$ cat src/rtl/aes_tseq_pkg.sv
// Shared definitions for the AES LFSR test sequencer: LFSR tap masks, zero-seed
// substitutes, FSM state encoding and the common LFSR/MISR step function.
package aes_tseq_pkg;

  localparam int unsigned LFSR_MAX_W = 256;

  // Maximal-length trinomial-free polynomials, e.g. x^128 + x^126 + x^101 + x^99 + 1
  localparam logic [LFSR_MAX_W-1:0] TAPS_128 =
    (256'd1 << 127) | (256'd1 << 125) | (256'd1 << 100) | (256'd1 << 98);
  localparam logic [LFSR_MAX_W-1:0] TAPS_192 =
    (256'd1 << 191) | (256'd1 << 189) | (256'd1 << 177) | (256'd1 << 176);
  localparam logic [LFSR_MAX_W-1:0] TAPS_256 =
    (256'd1 << 255) | (256'd1 << 253) | (256'd1 << 250) | (256'd1 << 245);

  localparam logic [127:0] ZERO_SUB_DATA = 128'hDEAD_BEEF_0BAD_F00D_1357_9BDF_2468_ACE0;
  localparam logic [255:0] ZERO_SUB_KEY  =
    256'hCAFE_FEED_0123_4567_89AB_CDEF_FEDC_BA98_7654_3210_0F1E_2D3C_4B5A_6978_8796_A5B4;

  typedef enum logic [2:0] {
    IDLE  = 3'd0,
    SEED  = 3'd1,
    RUN   = 3'd2,
    DRAIN = 3'd3,
    DONE  = 3'd4
  } tseq_state_e;

  function automatic logic [LFSR_MAX_W-1:0] tap_mask(input int unsigned w);
    case (w)
      192:     return TAPS_192;
      256:     return TAPS_256;
      default: return TAPS_128;
    endcase
  endfunction

  // Operates on a zero-extended value; result is masked back to w bits.
  function automatic logic [LFSR_MAX_W-1:0] lfsr_next(input logic [LFSR_MAX_W-1:0] cur,
                                                      input int unsigned w);
    logic                  fb;
    logic [LFSR_MAX_W-1:0] mask;
    fb   = ^(cur & tap_mask(w));
    mask = {LFSR_MAX_W{1'b1}} >> (LFSR_MAX_W - w);
    return {cur[LFSR_MAX_W-2:0], fb} & mask;
  endfunction

endpackage

$ cat src/rtl/tseq_lfsr.sv
// W-bit Fibonacci LFSR with seed load; an all-zero seed is replaced by ZERO_SUB
// so the register can never lock up.
module tseq_lfsr
  import aes_tseq_pkg::*;
#(
  parameter int unsigned           W        = 128,
  parameter logic [LFSR_MAX_W-1:0] ZERO_SUB = '0
) (
  input  logic         clk,
  input  logic         rst_n,
  input  logic         load,
  input  logic [W-1:0] seed,
  input  logic         step,
  output logic [W-1:0] q
);

  logic [W-1:0] q_q, q_d;

  always_comb begin
    q_d = q_q;
    if (load) begin
      q_d = (seed == '0) ? W'(ZERO_SUB) : seed;
    end else if (step) begin
      q_d = W'(lfsr_next(LFSR_MAX_W'(q_q), W));
    end
  end

  always_ff @(posedge clk or negedge rst_n) begin
    if (!rst_n) q_q <= '0;
    else        q_q <= q_d;
  end

  assign q = q_q;

endmodule

$ cat src/rtl/aes_lfsr_test_seq.sv
// Stimulus/check sequencer for a fixed-latency pipelined AES core: issues LFSR
// plaintext/key vectors, retires ciphertexts LATENCY cycles later into a MISR.
//
//   state | meaning
//   IDLE  | waiting for start after reset
//   SEED  | one cycle: clear counters and signature
//   RUN   | issue one vector per cycle unless hold
//   DRAIN | all vectors issued, waiting for the last ciphertext
//   DONE  | signature final; waiting for the next start
module aes_lfsr_test_seq
  import aes_tseq_pkg::*;
#(
  parameter int unsigned DATA_W  = 128,
  parameter int unsigned KEY_W   = 128,
  parameter int unsigned LATENCY = 21,
  parameter int unsigned CNT_W   = 32
) (
  input  logic              clk,
  input  logic              rst_n,
  input  logic              start,
  input  logic [CNT_W-1:0]  num_tests,
  input  logic [DATA_W-1:0] state_seed,
  input  logic [KEY_W-1:0]  key_seed,
  input  logic              hold,
  input  logic [DATA_W-1:0] aes_ct,
  output logic [DATA_W-1:0] aes_state,
  output logic [KEY_W-1:0]  aes_key,
  output logic              busy,
  output logic              done,
  output logic [CNT_W-1:0]  issued_cnt,
  output logic [CNT_W-1:0]  retired_cnt,
  output logic [DATA_W-1:0] signature
);

  tseq_state_e       state_q, state_d;
  logic [CNT_W-1:0]  num_q, num_d;
  logic [CNT_W-1:0]  issued_q, issued_d;
  logic [CNT_W-1:0]  retired_q, retired_d;
  logic [DATA_W-1:0] sig_q, sig_d;
  logic [DATA_W-1:0] aes_state_q, aes_state_d;
  logic [KEY_W-1:0]  aes_key_q, aes_key_d;
  logic [LATENCY-1:0] vpipe_q, vpipe_d;
  logic              busy_q, done_q;
  logic [DATA_W-1:0] pt_lfsr;
  logic [KEY_W-1:0]  key_lfsr;
  logic              start_ok, issue, retire;

  assign start_ok = start && ((state_q == IDLE) || (state_q == DONE));
  assign issue    = (state_q == RUN) && !hold;
  assign retire   = vpipe_q[LATENCY-1];

  // Seeds go straight into the LFSRs when start is accepted, so the SEED
  // cycle needs no separate seed holding registers.
  tseq_lfsr #(
    .W        (DATA_W),
    .ZERO_SUB (LFSR_MAX_W'(ZERO_SUB_DATA))
  ) u_pt_lfsr (
    .clk   (clk),
    .rst_n (rst_n),
    .load  (start_ok),
    .seed  (state_seed),
    .step  (issue),
    .q     (pt_lfsr)
  );

  tseq_lfsr #(
    .W        (KEY_W),
    .ZERO_SUB (ZERO_SUB_KEY)
  ) u_key_lfsr (
    .clk   (clk),
    .rst_n (rst_n),
    .load  (start_ok),
    .seed  (key_seed),
    .step  (issue),
    .q     (key_lfsr)
  );

  always_comb begin
    num_d       = start_ok ? num_tests : num_q;
    issued_d    = issued_q;
    retired_d   = retired_q;
    sig_d       = sig_q;
    aes_state_d = aes_state_q;
    aes_key_d   = aes_key_q;
    vpipe_d     = (vpipe_q << 1) | LATENCY'(issue);
    if (state_q == SEED) begin
      issued_d  = '0;
      retired_d = '0;
      sig_d     = '0;
    end else begin
      if (issue) begin
        aes_state_d = pt_lfsr;
        aes_key_d   = key_lfsr;
        issued_d    = issued_q + CNT_W'(1);
      end
      if (retire) begin
        sig_d     = DATA_W'(lfsr_next(LFSR_MAX_W'(sig_q), DATA_W)) ^ aes_ct;
        retired_d = retired_q + CNT_W'(1);
      end
    end
  end

  always_comb begin
    state_d = state_q;
    unique case (state_q)
      IDLE, DONE: if (start_ok) state_d = SEED;
      SEED:       state_d = (num_q == '0) ? DONE : RUN;
      RUN:        if (issue && (issued_d == num_q)) state_d = DRAIN;
      DRAIN:      if (retired_q == num_q) state_d = DONE;
      default:    state_d = IDLE;
    endcase
  end

  always_ff @(posedge clk or negedge rst_n) begin
    if (!rst_n) begin
      state_q     <= IDLE;
      num_q       <= '0;
      issued_q    <= '0;
      retired_q   <= '0;
      sig_q       <= '0;
      aes_state_q <= '0;
      aes_key_q   <= '0;
      vpipe_q     <= '0;
      busy_q      <= 1'b0;
      done_q      <= 1'b0;
    end else begin
      state_q     <= state_d;
      num_q       <= num_d;
      issued_q    <= issued_d;
      retired_q   <= retired_d;
      sig_q       <= sig_d;
      aes_state_q <= aes_state_d;
      aes_key_q   <= aes_key_d;
      vpipe_q     <= vpipe_d;
      busy_q      <= state_d inside {SEED, RUN, DRAIN};
      done_q      <= (state_d == DONE);
    end
  end

  assign aes_state   = aes_state_q;
  assign aes_key     = aes_key_q;
  assign busy        = busy_q;
  assign done        = done_q;
  assign issued_cnt  = issued_q;
  assign retired_cnt = retired_q;
  assign signature   = sig_q;

endmodule

$ cat config.mk
export PLATFORM = sky130hd
export DESIGN_NAME = aes_lfsr_test_seq
export DESIGN_NICKNAME = d
export VERILOG_FILES = /design/src/rtl/aes_tseq_pkg.sv /design/src/rtl/tseq_lfsr.sv /design/src/rtl/aes_lfsr_test_seq.sv
export SDC_FILE = /design/constraint.sdc
export NUM_CORES = 2
export LEC_CHECK = 0
export BUFFER_PORTS_ARGS = -buffer_cell sky130_fd_sc_hd__buf_4
export CORE_AREA = 2 2 344 346
export DETAILED_ROUTE_END_ITERATION = 10
export DIE_AREA = 0 0 346 348
export PLACE_DENSITY = 0.55
export REMOVE_ABC_BUFFERS = 1
export SLEW_MARGIN = 20
export SYNTH_ARGS = -nofsm -noshare
export SYNTH_HDL_FRONTEND = slang
export SYNTH_SLANG_ARGS = --single-unit
$ cat constraint.sdc
create_clock -name clk -period 6.3 [get_ports clk]
set_clock_uncertainty 0.15 [all_clocks]
set_input_delay 0.315 -clock clk [delete_from_list [all_inputs] [get_ports clk]]
set_output_delay 0.315 -clock clk [all_outputs]
set_load 0.005 [all_outputs]
; Word-level counts from Yosys, hierarchy flattened
; Index checks and enable logic that the tools add are counted.
[word_totals]
register_bits = 762
input_bits = 420
out_inout_bits = 450
word_cells = 68
[op_classes]
addsub = 2
eq_ne = 10
mux = 21
bitwise_logic = 6
n_reduce_logical = 17
[ops]
columns = op, n
row1 = 2-to-1 mux 128 bit, 8
row2 = 2-to-1 mux 256 bit, 4
row3 = AND 128 x 256 -> 256 bit, 3
row4 = XOR reduction 256 bit, 3
row5 = logical NOT 128 bit, 2
row6 = 2-to-1 mux 32 bit, 4
row7 = XOR 128 bit, 1
row8 = "adder 32 x 1 -> 32 bit, second input constant", 2
row9 = equality test 32 bit, 2
row10 = logical NOT 32 bit, 1
row11 = bitwise OR 21 x 1 -> 21 bit, 1
row12 = "equality test 3 x 2 -> 1 bit, second input constant", 4
row13 = 2-to-1 mux 3 bit, 4
row14 = one-hot mux 3 bit (4 select lines), 1
row15 = "equality test 3 x 1 -> 1 bit, second input constant", 2
row16 = "equality test 3 bit, second input constant", 2
row17 = nonzero test 2 bit, 2
row18 = logical AND 1 bit, 3
row19 = logical NOT 3 bit, 1
row20 = nonzero test 3 bit, 1
row21 = AND reduction 2 bit, 1
row22 = OR reduction 2 bit, 1
row23 = logical NOT 1 bit, 1
row24 = logical OR 1 bit, 1
row25 = inverter 1 bit, 1

; Depth between registers and ports, before layout
[logic_depth]
depth_word = 10
depth_mapped = 12
ltp_nobuf = 9

; Modules after synthesis
; From an unflattened synthesis, not the netlist that was laid out.
[hier_totals]
cells_unflattened = 3618
hier_area_um2 = 34842.2
[by_module_without_submodules]
columns = mod, n_inst, cells_per_inst, area_each_um2, seq_area_each_um2
row1 = aes_lfsr_test_seq, 1, 2246, 21673.3, 12662.1
row2 = tseq_lfsr at u_pt_lfsr, 1, 693, 6648.9, 3203.1
row3 = tseq_lfsr at u_key_lfsr, 1, 679, 6520.0, 3203.1

; Worst setup path after synthesis
; OpenSTA, ideal clock, no wires.
[synth_timing]
path_type = register -> register
from = register state_q[2]
to = register state_q[0]
setup_time_ns = 0.076
arrival_ns = 2.884
t_required_ns = 6.074
slack_ns = 3.190
stages_incl_launch_ff = 11
path_buffers = 2
synth_period_minus_slack_ns = 3.110
cell_sequence = dfrtp_1 or4b_1 buf_2 or4_4 buf_6 or4_1 a21oi_1 xor2_1 nor3_1 nand4_1 o21ai_1
[synth_via]
elab_chain_cells = 8
elab_cells_between_ends = 16
classes_between = eq/ne (5) / mux (5) / reduce/logical (6)
[synth_rtl]
columns = element, line
row1 = start: declaration, aes_lfsr_test_seq.sv:35  ; tseq_state_e state_q, state_d;
row2 = start signal: assignment, aes_lfsr_test_seq.sv:127  ; state_q <= state_d;
row3 = equality test 3 x 2 -> 1 bit, aes_lfsr_test_seq.sv:49  ; assign issue = (state_q == RUN) && !hold;
row4 = logical AND 1 bit, aes_lfsr_test_seq.sv:49
row5 = 2-to-1 mux 32 bit, aes_lfsr_test_seq.sv:91  ; if (issue) begin
row6 = 2-to-1 mux 32 bit *, aes_lfsr_test_seq.sv:86  ; if (state_q == SEED) begin
row7 = net issued_d[23], aes_lfsr_test_seq.sv:37  ; logic [CNT_W-1:0] issued_q, issued_d;
row8 = equality test 32 bit *, aes_lfsr_test_seq.sv:108  ; RUN: if (issue && (issued_d == num_q)) state_d = DRAIN;
row9 = logical AND 1 bit *, aes_lfsr_test_seq.sv:108
row10 = 2-to-1 mux 3 bit *, aes_lfsr_test_seq.sv:108
row11 = one-hot mux 3 bit (4 select lines) *, aes_lfsr_test_seq.sv:105  ; unique case (state_q)
row12 = net state_d[0], aes_lfsr_test_seq.sv:35
; The timed path passes the listed nets; every way through them passes the cells marked *.
; A chain may end at the register's enable or synchronous reset.

; Final worst setup path
[layout_timing]
from = register state_q[1]
to = register u_pt_lfsr.q_q[107], in the netlist u_pt_lfsr.q[107]
[layout_via]
elab_chain_cells = 4
elab_cells_between_ends = 8
classes_between = eq/ne (2) / mux (1) / reduce/logical (5)
[layout_rtl]
columns = element, line
row1 = equality test 3 bit or logical NOT 3 bit (tied branches), aes_lfsr_test_seq.sv:48  ; assign start_ok = start && ((state_q == IDLE) || (state_q == DONE));
row2 = logical OR 1 bit, aes_lfsr_test_seq.sv:48
row3 = logical AND 1 bit, aes_lfsr_test_seq.sv:48
row4 = 2-to-1 mux 128 bit or nonzero test 2 bit (tied branches), --
row5 = end signal: assignment, tseq_lfsr.sv:30  ; else q_q <= q_d;
row6 = end: declaration, tseq_lfsr.sv:17  ; logic [W-1:0] q_q, q_d;
; Parallel ways exist; a longest one is shown, timed or not.

==> qor.csv <==
stage,metric,value,unit
synthesis,synth.avg_cell_area,9.28,sq um
worst_setup_path,startpoint_type,flop,
power_and_ir_drop,seq_power_share,0.397,
worst_hold_path,hold_path_class,input pin to async pin,
cts,cts_resized,0,
floorplanning,coreArea,0.117,sq mm
cts,clockBufferDepth,3,
synthesis,async_flop_share,1.00,
synthesis,synth_cell_types,55,
timing,worst_pin_slew,1.11,ns
cts,tritoncts,yes,
timing,layout_min_cycle_time,4.10,ns
grt,grt_pass1_vias,30700,
timing,rsz0062_at_grt,false,
routing,viasPerCell,4.82,
cts,clk_pin_slew,0.06,ns
worst_setup_path,cp_data_required_time,6.73,ns
timing,hold_viol_final,0,
routing,dr.pass1.iters,5,
timing,relSlewSlack,0.262,
power_and_ir_drop,swShare,0.367,
layout,area_growth,47.7,%
power_and_ir_drop,internal-power,0.0141,W
run_status,run_status,"complete, no violations",
grt,antenna_found_initial,22,
cts,post_cts_buffers,0,
power_and_ir_drop,leakagePower,22.7,nW
layout,fin_cells,6319,
placed_design,post-dp-hpwl,96.3,mm
cts,cts_root_buffer,clkbuf_16,
grt,grt_pass1_wl,199,mm
power_and_ir_drop,power.density,465,mW/mm^2
power_and_ir_drop,combPwrFrac,0.354,
routing,drc,0,
floorplanning,io_pins,870,
worst_setup_path,worst_setup_path_end_kind,flop,
layout,layout_commonest_cell,nand2_1,
placed_design,io_buffers,869,
power_and_ir_drop,p_sw,0.00818,W
floorplanning,die_area,0.120,sq mm
floorplanning,row_count,126,
grt,grt_overflow,0,
grt,grtUsageTotal,0.218,
cts,clk_latency,0.67,ns
job,drv_cap,0,
routing,via_count,30400,
worst_setup_path,worst_r2r_path_depth,6,
power_and_ir_drop,irDropWorstVdd,0.254,mV
placed_design,dp_cells,5721,
layout,drive_gt1_frac,0.226,
timing,max_clock_freq,0.244,GHz
layout,finalNetCount,5119,
floorplanning,die_x,346,um
synthesis,synthesis.area,0.0324,sq mm
placed_design,gp_congestion,0.887,
timing,setup_viol,0,
synthesis,ys.flop_type,dfrtp_1,
synthesis,ys_ff_latch,762,
synthesis,ys_warn_count,0,
timing,fin_crit_sh,0.651,
synthesis,synth_edf_count,0,
timing,maxSlewViolCount,0,
worst_setup_path,cp_data_arrival_time,4.52,ns
routing,drtIter0Drc,2001,
cts,cts_made_buffers,92,
grt,grt_max_degree,204,
floorplanning,floorplan.initialDensity,0.277,
worst_setup_path,critPathKind,flop to flop,
cts,h-tree-depth,3,
worst_setup_path,regToRegSetupSlack,2.20,ns
routing,ant_nets,0,
synthesis,ys_seq_area_frac,0.588,
power_and_ir_drop,p_clk_frac,0.250,
routing,wl_per_cell,21.3,um
worst_setup_path,critical_path.max_fanout,96,
cts,clock_sinks,762,
cts,holdBufCountCts,418,
routing,totalWireLength,135,mm
synthesis,synth_cells,3494,
floorplanning,die_height,348,um
layout,layout_common_cells,"nand2_1 (1080), buf_4 (894), dfrtp_1 (761), nor2_1 (425), dlygate4sd3_1 (418)",
layout,fin_util,0.409,
final cells by class:
type / count / area (sq um)
antenna: 13 / 32.5
clock buffer: 129 / 2710
clock inverter: 38 / 479
fill: 11500 / 69100
inverter: 17 / 71.3
multi-input combinational: 2504 / 12600
sequential: 762 / 19100
tap: 1536 / 1920
timing repair buffer: 1320 / 11100
worst max-delay path, cell delays in order, from the launching register on:
cell and delay [ns]:
dfrtp_1 0.48, or4b_4 0.57, buf_4 0.74, buf_4 0.63, buf_4 0.85, a21oi_1 0.15, a21oi_1 0.19
worst paths after layout:
check | startpoint | to
worst max-delay path | state_q[1] | u_pt_lfsr.q[107]
worst min-delay path | rst_n | u_pt_lfsr.q[92]
worst max register to register | state_q[1] | u_pt_lfsr.q[107]
worst min register to register | vpipe_q[6] | vpipe_q[7]
max in group asynchronous | rst_n | signature[89]
min in group clk | vpipe_q[6] | vpipe_q[7]
power by group through the flow:
stage	clock, W	sequential [W]	combinational (W)
final	0.00557	0.00883	0.00788
after global routing	0.00593	0.00911	0.00869
after CTS	0.00570	0.00884	0.00795
after detailed placement	0	0.00886	0.00772
after global placement	0	0.00885	0.00761
after floorplan	0	0.00859	0.00409
routing by layer:
layer / global-route usage / wire length (um) / vias to the layer above
li1: - / - / 14100
met3: 0.0675 / 11400 / 255
met4: 0.110 / 7170 / 18
met2: 0.342 / 61300 / 1139
met1: 0.271 / 54800 / 14900
met5: 0 / 123 / -
synth_stat cells, types with 3 or more instances:
cell         n  area share
nand2_1   1081        0.13
dfrtp_1    762        0.59
nor2_1     425       0.049
clkbuf_1   199       0.023
xnor2_1    184       0.050
a31oi_1    183       0.035
a21oi_1    175       0.027
a211oi_1   129       0.030
nor4_1      80       0.015
nand4_1     46      0.0089
xor2_1      38       0.010
o21ai_0     22      0.0034
nand3_1     18      0.0028
or3_1       18      0.0035
inv_1       16      0.0019
nor3_1      14      0.0022
or4_1       12      0.0028
and3_1      10      0.0019
o31ai_1     10      0.0023
mux2i_1      9      0.0028
buf_1        8     0.00093
and4_1       6      0.0016
and2_1       3     0.00058
nand2b_1     3     0.00058
nor3b_1      3     0.00069
o21ai_1      3     0.00046
state kept, by name, summed over array words and instances, names as in the netlist:
signal        count
retired_cnt      32
aes_key         128
u_key_lfsr.q    128
num_q            32
signature       128
vpipe_q          21
busy              1
issued_cnt       32
aes_state       128
state_q           3
u_pt_lfsr.q     128
done              1
cell families after synthesis:
group           share of synthesized area
mux                               0.00313
buf+inv                            0.0268
xor+xnor                           0.0600
compound gates                      0.103
fa+ha+maj                        0.000771
flops                               0.588
simple gates                        0.219
stage by stage:
| step | setup TNS [ns] | setup WS [ns] | cell area [sq um] | hold WS, ns | total power (W) |
|---|---|---|---|---|---|
| 2_1_floorplan | -6485.40 | -11.51 | 31600 | -0.131 | 0.0127 |
| 3_3_place_gp | 0 | 2.10 | 40500 | 0.182 | 0.0165 |
| 3_5_place_dp | 0 | 2.27 | 40500 | 0.185 | 0.0166 |
| 4_1_cts | 0 | 2.25 | 47900 | 0.0992 | 0.0225 |
| 5_1_grt | 0 | 1.94 | 47900 | 0.144 | 0.0237 |
| 6_report | 0 | 2.20 | 47900 | 0.112 | 0.0223 |
No activity file was read; power rests on OpenSTA's default activity.
